--- src/rtl/fetch_stream.sv ---
// Instruction-fetch front end: keeps the fetch PC, issues pipelined word requests under a
// credit limit, and returns instructions in order on decode's stall-handshake stream.
module fetch_stream #(
  parameter int              ALEN     = 32,
  parameter int              ILEN     = 32,
  parameter logic [ALEN-1:0] RESET_PC = '0,
  parameter int              DEPTH    = 2
) (
  input  logic            i_clk,
  input  logic            i_rst_n,
  input  logic            i_flush,
  input  logic [ALEN-1:0] i_flush_addr,
  output logic            o_mem_req_valid,
  input  logic            i_mem_req_ready,
  output logic [ALEN-1:0] o_mem_req_addr,
  input  logic            i_mem_resp_valid,
  input  logic [ILEN-1:0] i_mem_resp_data,
  input  logic            i_mem_resp_error,
  output logic [ILEN-1:0] o_instruction,
  output logic [ALEN-1:0] o_instruction_addr,
  output logic [ALEN-1:0] o_instruction_next_addr,
  output logic            o_ifetch_exception,
  output logic            o_stall_next,
  input  logic            i_next_stalled
);

  localparam int PW = (DEPTH > 1) ? $clog2(DEPTH) : 1;
  localparam int CW = $clog2(DEPTH + 1);
  localparam int SW = CW + 2;

  typedef enum logic {
    ST_FETCH,
    ST_HALTED
  } state_t;

  state_t          r_state;
  logic [ALEN-1:0] r_pc;
  logic [CW-1:0]   r_inflight;
  logic [CW-1:0]   r_dropCnt;
  logic [CW-1:0]   r_count;
  logic [PW-1:0]   r_wrPtr;
  logic [PW-1:0]   r_rdPtr;
  logic [PW-1:0]   r_aqWr;
  logic [PW-1:0]   r_aqRd;

  logic [ILEN-1:0] r_fifoData [DEPTH];
  logic [ALEN-1:0] r_fifoAddr [DEPTH];
  logic [DEPTH-1:0] r_fifoExc;
  logic [ALEN-1:0] r_aq [DEPTH];

  logic [ILEN-1:0] r_lastInstr;
  logic [ALEN-1:0] r_lastAddr;
  logic [ALEN-1:0] r_lastNext;
  logic            r_lastExc;

  logic            w_fifoEmpty;
  logic            w_xfer;
  logic [SW-1:0]   w_occupancy;
  logic            w_credit;
  logic            w_aligned;
  logic            w_accept;
  logic            w_respLive;
  logic            w_respDrop;
  logic            w_fault;
  logic            w_push;
  logic [ILEN-1:0] w_pushData;
  logic [ALEN-1:0] w_pushAddr;
  logic            w_pushExc;

  function automatic logic [PW-1:0] ptrInc(input logic [PW-1:0] p);
    return (p == PW'(DEPTH - 1)) ? '0 : p + PW'(1);
  endfunction

  // A beat leaving this cycle frees its slot, so it counts as credit; this keeps one beat per cycle.
  assign w_fifoEmpty = (r_count == '0);
  assign w_xfer      = !w_fifoEmpty && !i_next_stalled;
  assign w_occupancy = SW'(r_inflight) + SW'(r_dropCnt) + SW'(r_count) - SW'(w_xfer);
  assign w_credit    = (w_occupancy < SW'(DEPTH));
  assign w_aligned   = (r_pc[1:0] == 2'b00);

  assign o_mem_req_valid = i_rst_n && !i_flush && (r_state == ST_FETCH) && w_credit && w_aligned;
  assign o_mem_req_addr  = r_pc;
  assign w_accept        = o_mem_req_valid && i_mem_req_ready;

  assign w_respDrop = i_mem_resp_valid && (r_dropCnt != '0) && !i_flush;
  assign w_respLive = i_mem_resp_valid && (r_dropCnt == '0) && !i_flush;

  // A misaligned PC produces one faulting beat once older fetches have drained.
  assign w_fault = (r_state == ST_FETCH) && !w_aligned && (r_inflight == '0)
                   && (r_count < CW'(DEPTH)) && !i_flush;

  assign w_push     = w_respLive || w_fault;
  assign w_pushData = w_fault ? '0 : i_mem_resp_data;
  assign w_pushAddr = w_fault ? r_pc : r_aq[r_aqRd];
  assign w_pushExc  = w_fault ? 1'b1 : i_mem_resp_error;

  // Control state: flush wins over every other event in the same cycle.
  always_ff @(posedge i_clk or negedge i_rst_n) begin
    if (!i_rst_n) begin
      r_state    <= ST_FETCH;
      r_pc       <= RESET_PC;
      r_inflight <= '0;
      r_dropCnt  <= '0;
      r_count    <= '0;
      r_wrPtr    <= '0;
      r_rdPtr    <= '0;
      r_aqWr     <= '0;
      r_aqRd     <= '0;
    end else if (i_flush) begin
      r_state    <= ST_FETCH;
      r_pc       <= i_flush_addr;
      r_dropCnt  <= r_dropCnt + r_inflight - CW'(i_mem_resp_valid);
      r_inflight <= '0;
      r_count    <= '0;
      r_wrPtr    <= '0;
      r_rdPtr    <= '0;
      r_aqWr     <= '0;
      r_aqRd     <= '0;
    end else begin
      if (w_accept) begin
        r_pc   <= r_pc + ALEN'(4);
        r_aqWr <= ptrInc(r_aqWr);
      end
      if (w_fault) begin
        r_state <= ST_HALTED;
      end
      if (w_respDrop) begin
        r_dropCnt <= r_dropCnt - CW'(1);
      end
      if (w_respLive) begin
        r_aqRd <= ptrInc(r_aqRd);
      end
      if (w_push) begin
        r_wrPtr <= ptrInc(r_wrPtr);
      end
      if (w_xfer) begin
        r_rdPtr <= ptrInc(r_rdPtr);
      end
      r_inflight <= r_inflight + CW'(w_accept) - CW'(w_respLive);
      r_count    <= r_count + CW'(w_push) - CW'(w_xfer);
    end
  end

  always_ff @(posedge i_clk) begin
    if (w_push) begin
      r_fifoData[r_wrPtr] <= w_pushData;
      r_fifoAddr[r_wrPtr] <= w_pushAddr;
      r_fifoExc[r_wrPtr]  <= w_pushExc;
    end
    if (w_accept) begin
      r_aq[r_aqWr] <= r_pc;
    end
  end

  // Shadow of the most recent head so the outputs hold once the FIFO runs empty.
  always_ff @(posedge i_clk or negedge i_rst_n) begin
    if (!i_rst_n) begin
      r_lastInstr <= '0;
      r_lastAddr  <= '0;
      r_lastNext  <= '0;
      r_lastExc   <= 1'b0;
    end else if (!w_fifoEmpty) begin
      r_lastInstr <= r_fifoData[r_rdPtr];
      r_lastAddr  <= r_fifoAddr[r_rdPtr];
      r_lastNext  <= r_fifoAddr[r_rdPtr] + ALEN'(4);
      r_lastExc   <= r_fifoExc[r_rdPtr];
    end
  end

  assign o_stall_next            = w_fifoEmpty;
  assign o_instruction           = w_fifoEmpty ? r_lastInstr : r_fifoData[r_rdPtr];
  assign o_instruction_addr      = w_fifoEmpty ? r_lastAddr  : r_fifoAddr[r_rdPtr];
  assign o_instruction_next_addr = w_fifoEmpty ? r_lastNext  : r_fifoAddr[r_rdPtr] + ALEN'(4);
  assign o_ifetch_exception      = w_fifoEmpty ? r_lastExc   : r_fifoExc[r_rdPtr];

endmodule

--- config.mk ---
export PLATFORM = sky130hd
export DESIGN_NAME = fetch_stream
export DESIGN_NICKNAME = d
export VERILOG_FILES = /design/src/rtl/fetch_stream.sv
export SDC_FILE = /design/constraint.sdc
export NUM_CORES = 1
export LEC_CHECK = 0
export ABC_AREA = 1
export BUFFER_PORTS_ARGS = -buffer_cell sky130_fd_sc_hd__buf_4
export CORE_AREA = 5 5 179 353
export DETAILED_ROUTE_END_ITERATION = 7
export DIE_AREA = 0 0 184 358
export GPL_ROUTABILITY_DRIVEN = 0
export SKIP_CTS_REPAIR_TIMING = 1
export SYNTH_ARGS = -nofsm -noshare
export SYNTH_HDL_FRONTEND = slang
export SYNTH_SLANG_ARGS = --single-unit
--- constraint.sdc ---
create_clock -name i_clk -period 5.2 [get_ports i_clk]
set_input_delay 1.04 -clock i_clk [delete_from_list [all_inputs] [get_ports i_clk]]
set_output_delay 1.04 -clock i_clk [all_outputs]
set_load 0.03 [all_outputs]
# Yosys cells after proc, flatten, opt, wreduce, memory -nomap -nowiden
# Memories as Yosys holds them, arrays and structs flattened.
# Cells that the tools add are included.
[op_classes]
n_mux = 36
add_sub_neg = 16
n_lt_le_gt_ge = 5
n_bitwise = 1
n_reduce_logical = 31
[op_table]
columns = ["op", "count"]
rows = [
  ["2-to-1 mux 32 bit", 7],
  ["adder 32 x 3 -> 32 bit (second input constant)", 2],
  ["2-to-1 mux 1 bit", 23],
  ["logical AND 1 bit", 15],
  ["nonzero test 2 bit", 7],
  ["logical NOT 2 bit", 4],
  ["2-to-1 mux 2 bit", 4],
  ["subtractor 2 x 1 -> 2 bit", 3],
  ["adder 1 bit (second input constant)", 4],
  ["adder 2 x 1 -> 2 bit", 2],
  ["adder 3 x 2 -> 4 bit", 1],
  ["logical NOT 1 bit", 4],
  ["less-than comparator 1 x 2 -> 1 bit (second input constant)", 2],
  ["less-than comparator 4 x 2 -> 1 bit (second input constant)", 1],
  ["subtractor 4 x 1 -> 4 bit", 1],
  ["adder 2 x 2 -> 3 bit", 1],
  ["adder 2 bit", 1],
  ["bitwise mux 2 bit", 1],
  ["less-than comparator 2 bit (second input constant)", 1],
  ["subtractor 2 x 1 -> 2 bit (second input constant)", 1],
  ["demux 1 bit (select 1 bit)", 1],
  ["greater-or-equal comparator 1 bit (second input constant)", 1],
  ["logical OR 1 bit", 1],
  ["inverter 1 bit", 1],
]
[word_totals]
n_memories = 3
word_cells = 106
output_inout_bits = 131
ramBits = 192
input_bits = 71
register_bits = 142
[mem_list]
columns = ["memory", "depth", "word_bits", "rd", "rd_clocked_by_memory_dff", "wr", "line", "source"]
rows = [
  ["r_aq", 2, 32, 1, 0, 1, "49", "logic [ALEN-1:0] r_aq [DEPTH];"],
  ["r_fifoAddr", 2, 32, 1, 0, 1, "47", "logic [ALEN-1:0] r_fifoAddr [DEPTH];"],
  ["r_fifoData", 2, 32, 1, 0, 1, "46", "logic [ILEN-1:0] r_fifoData [DEPTH];"],
]

# Logic depth before layout (Yosys ltp)
[logic_depth]
depth_word = 11
mapped_depth = 17
depth_no_buf = 17

# Worst setup path after synthesis
# OpenSTA, ideal clock, no wires.
[synth_timing]
path_type = "input port to flip-flop"
from = "input i_next_stalled"
to = "memory r_aq[0][0] (enable)"
t_arrival_ns = 5.037
stages = 12
setup_slack_ns = -0.259
path_cell_list = "nor2_1 inv_1 nor2_1 fa_1 inv_1 ha_1 fa_1 inv_1 nand3b_1 nor3_1 nand2_1 nor2_1"
[synth_between]
elab_chain_cells = 9
[synth_rtl]
columns = ["item", "line", "source"]
rows = [
  ["start, declared", "24", "input logic i_next_stalled"],
  ["logical NOT 1 bit", "76", "assign w_xfer = !w_fifoEmpty && !i_next_stalled;"],
  ["logical AND 1 bit", "76", ""],
  ["subtractor 4 x 1 -> 4 bit", "77", "assign w_occupancy = SW'(r_inflight) + SW'(r_dropCnt) + SW'(r_count) - SW'(w_xfer);"],
  ["less-than comparator 4 x 2 -> 1 bit", "78", "assign w_credit = (w_occupancy < SW'(DEPTH));"],
  ["logical AND 1 bit (2 in a row)", "81", "assign o_mem_req_valid = i_rst_n && !i_flush && (r_state == ST_FETCH) && w_credit && w_aligned;"],
  ["named net o_mem_req_valid", "13", "output logic o_mem_req_valid,"],
  ["logical AND 1 bit", "83", "assign w_accept = o_mem_req_valid && i_mem_req_ready;"],
  ["2-to-1 mux 1 bit", "150", "if (w_accept) begin"],
  ["2-to-1 mux 1 bit (implied by the code)", "151", "r_aq[r_aqWr] <= r_pc;"],
  ["end, declared", "49", ""],
]
# The timed path passes the listed nets, and every way through them passes these cells.

# Worst setup path in the final report
[layout_timing]
from = "input i_next_stalled"
to = "output o_mem_req_valid"
[layout_between]
elab_chain_cells = 6
[layout_rtl]
columns = ["item", "line"]
rows = [
  ["logical NOT 1 bit", "76"],
  ["logical AND 1 bit", "76"],
  ["subtractor 4 x 1 -> 4 bit", "77"],
  ["less-than comparator 4 x 2 -> 1 bit", "78"],
  ["logical AND 1 bit (2 in a row)", "81"],
  ["end, declared", "13"],
]
# No other way between the ends.

==> results.ini <==
[cells_and_area]
stdcell_count=2550
finalCoreUtilization=0.307
share_of_final_layout_standard_cells_stronger_than_drive_strength_1=0.175
multiInputGateArea_sq_mm=0.00470
top_library_cells_by_usage_in_the_layout_fill_and_taps_aside=sky130_fd_sc_hd__nand2_1, sky130_fd_sc_hd__nor2_1, sky130_fd_sc_hd__buf_4
most_common_cell_after_layout_fill_and_taps_aside=sky130_fd_sc_hd__nand2_1
layout.cell_area.non_filler_sq_mm=0.0184
n_fill_cell=6338
syn_to_final_growth_pct=24.3
nNetsFinal=1832
seqCellArea_sq_mm=0.00933

[global_route]
global_route.overflow_total=0
grt_util_all_layers=0.128
global_route_wire_length_before_repair_microns=66000
maximum_number_of_pins_on_one_net_before_global_route_repair=78
via_count_of_the_first_global_routing_pass=11276
grt_antenna_before_repair=0

[yosys]
post_synth_edffs=194
xor_xnor_cell_area_share_of_the_yosys_netlist=0.0148
dominantRegCellSynth=sky130_fd_sc_hd__edfxtp_1
yosys-mux-area-fraction=0
ys_warn_count=0
post_synth_num_cell_types=39
synth_top_family_by_area=simple AND/OR/NAND/NOR gates
synth_largest_area_cell=sky130_fd_sc_hd__edfxtp_1
netlist.area_leader.share=0.393
synth.net_count=1642
netlist_top_cells_area=sky130_fd_sc_hd__edfxtp_1, sky130_fd_sc_hd__dfrtp_1, sky130_fd_sc_hd__nand2_1
postSynthCellCount=1558
post_synth_and_or_nand_nor_area_fraction=0.222
async_reset_ff_frac=0.419
synth_sequential_area_ratio=0.629
synth.cell_area_sq_mm=0.0148
synth_compound_gate_area_share=0.0663
post_synth_fa_ha_maj_area_fraction=0.0120
ys_ff_latch=334
post_synthesis_mean_instance_area_sq_um=9.51

[placement]
io_buffer_count=201
dp_worst_slack_ns=0.798
post_dp_cell_area_sq_mm=0.0172
post-dp-hpwl_microns=31000
place_inst=2485

[clocking]
worst_skew_pair.late_latency_ns=0.54
cts_inserted_buffers=35
htree_levels=2
cts_tree=done
clk_pin_slew_worst_paths_ns=0.07
cts_sinks=334
number_of_buffers_on_the_longest_clock_path=3
cts-root-buf=sky130_fd_sc_hd__clkbuf_16

[die]
die_y_microns=358
core_rows=127
die_ar_sq_mm=0.0659
floorplan.initialDensity=0.247
ios=202
chipWidth_microns=184
coreArea_sq_mm=0.0601

[setup_path]
crit_path_start_kind=input port
critical_path_peak_fanout=5
crit_arrival_ns=3.42
worst-setup-path-type=in2out
endpoint_kind=output pin
critPathRequiredTime_ns=4.16

[drt]
routed_metal_1_wirelength_microns=18600
drt-pass1-iter-count=7
drt_first_iter_violations=651
route.antenna.remaining_nets=0
routed-via-count=11319
postRouteWirelength_microns=43500
drt-wirelength-per-cell_microns=17.0
post-route-drc-count=0
post_drt_via_cell_ratio=4.44
routed-wl-met3_microns=1720
routed.top_layer=met4
met2RoutedLength_microns=21200

[timing]
timing.final.ws_setup_ns=0.740
clock_skew_ns=0.0250
post-route-period-util=0.858
report.final.setup_viol=0
hold_violations=0
clock.fmax_mhz=224
setup_total_negative_slack_ns=0
maxSlewHeadroom=0.230
worst_hold_slack_ns=0.437
rsz0062_at_grt=no
period_needed_ns=4.46
timing_worst_slew_pin_value_ns=1.15
final_max_slew_viol_count=0

[run]
drv.max_cap_violation_count=0

[power_and_ir_drop]
fin_total_pwr_mw=12.1
power-per-cell-area_mw_per_mm2=658
worst_ir_drop_vdd_v=0.000401
total_leakage_power_nw=7.85

[status]
result_of_the_run=finished clean

[min_path]
hold_class=in2async

==> routing by layer <==
| metal | GRT usage | up-vias |
|---|---|---|
| met3 | 0.0163 | 85 |
| met2 | 0.215 | 314 |
| met4 | 0.0619 | 0 |
| met1 | 0.164 | 5427 |
| li1 | - | 5493 |
| met5 | 0 | - |
==> power by group <==
group | total [mW] | internal (mW) | switching, mW | leakage [nW]
Sequential | 3.91 | 3.62 | 0.295 | 3.43
Clock | 2.69 | 1.58 | 1.11 | 0.593
Combinational | 5.53 | 1.65 | 3.88 | 3.83
==> flip-flops by register name, summed over array words and instances (netlist names), 32 cells and up <==
register,count
r_fifoAddr,64
r_aq,64
r_lastNext,32
r_lastInstr,32
r_fifoData,64
r_lastAddr,32
o_mem_req_addr,32
==> Yosys cell counts (3+ instances only) <==
master and instances:
sky130_fd_sc_hd__buf_1 3, sky130_fd_sc_hd__nor3_1 7, sky130_fd_sc_hd__nand2_1 429, sky130_fd_sc_hd__inv_1 131
sky130_fd_sc_hd__ha_1 11, sky130_fd_sc_hd__xnor2_1 6, sky130_fd_sc_hd__o211ai_1 17, sky130_fd_sc_hd__buf_6 5
sky130_fd_sc_hd__nand3_1 87, sky130_fd_sc_hd__edfxtp_1 194, sky130_fd_sc_hd__nor2_4 5, sky130_fd_sc_hd__buf_2 12
sky130_fd_sc_hd__o21ai_1 7, sky130_fd_sc_hd__a21oi_1 71, sky130_fd_sc_hd__nor2_1 244, sky130_fd_sc_hd__a31oi_1 35
sky130_fd_sc_hd__clkinv_1 4, sky130_fd_sc_hd__nand4_1 13, sky130_fd_sc_hd__dfrtp_1 140, sky130_fd_sc_hd__inv_2 4
sky130_fd_sc_hd__nand2_2 6, sky130_fd_sc_hd__nor2_2 9, sky130_fd_sc_hd__o21ai_0 38, sky130_fd_sc_hd__xor2_1 19
sky130_fd_sc_hd__clkbuf_1 41, sky130_fd_sc_hd__o21a_1 3
==> kinds of logic after synthesis <==
logic type	count (synthesis)
DFF	334
buffers and inverters	202
AOI/OAI and AO/OA	175
xor gates and xnor gates	25
and+or+nand+nor	809
adders and majority gates	13
==> final cells by class <==
cell class                      instances  area share
Tap cell                              774      0.0526
Timing Repair Buffer                  216      0.0903
Multi-Input combinational cell       1022       0.255
Clock inverter                         22      0.0152
Clock buffer                           41      0.0516
Sequential cell                       334       0.506
Inverter                              139      0.0283
Antenna cell                            2    0.000272
==> worst max-delay path, stage by stage <==
cell and delay [ns]:
sky130_fd_sc_hd__buf_4 0.11, sky130_fd_sc_hd__nor2_1 0.29, sky130_fd_sc_hd__inv_1 0.11, sky130_fd_sc_hd__nor2_1 0.13
sky130_fd_sc_hd__fa_1 0.43, sky130_fd_sc_hd__inv_1 0.07, sky130_fd_sc_hd__ha_1 0.15, sky130_fd_sc_hd__fa_1 0.42
sky130_fd_sc_hd__inv_1 0.07, sky130_fd_sc_hd__nand3b_1 0.09, sky130_fd_sc_hd__nor3_1 0.30, sky130_fd_sc_hd__buf_4 0.22
==> final timing paths <==
path / start / endpoint / slack, ns / cells after the start
min: i_rst_n / r_lastAddr[3] / 0.44 / 1
min reg2reg: r_lastAddr[0] / r_lastAddr[0] / 0.48 / 2
max: i_next_stalled / o_mem_req_valid / 0.74 / 12
min in group i_clk: r_lastAddr[0] / r_lastAddr[0] / 0.48 / 2
max in group asynchronous: i_rst_n / r_lastInstr[27] / 3.48 / 2
max reg2reg: r_count[1] / o_mem_req_addr[22] / 1.55 / 14
Power figures use the tool's default switching activity.
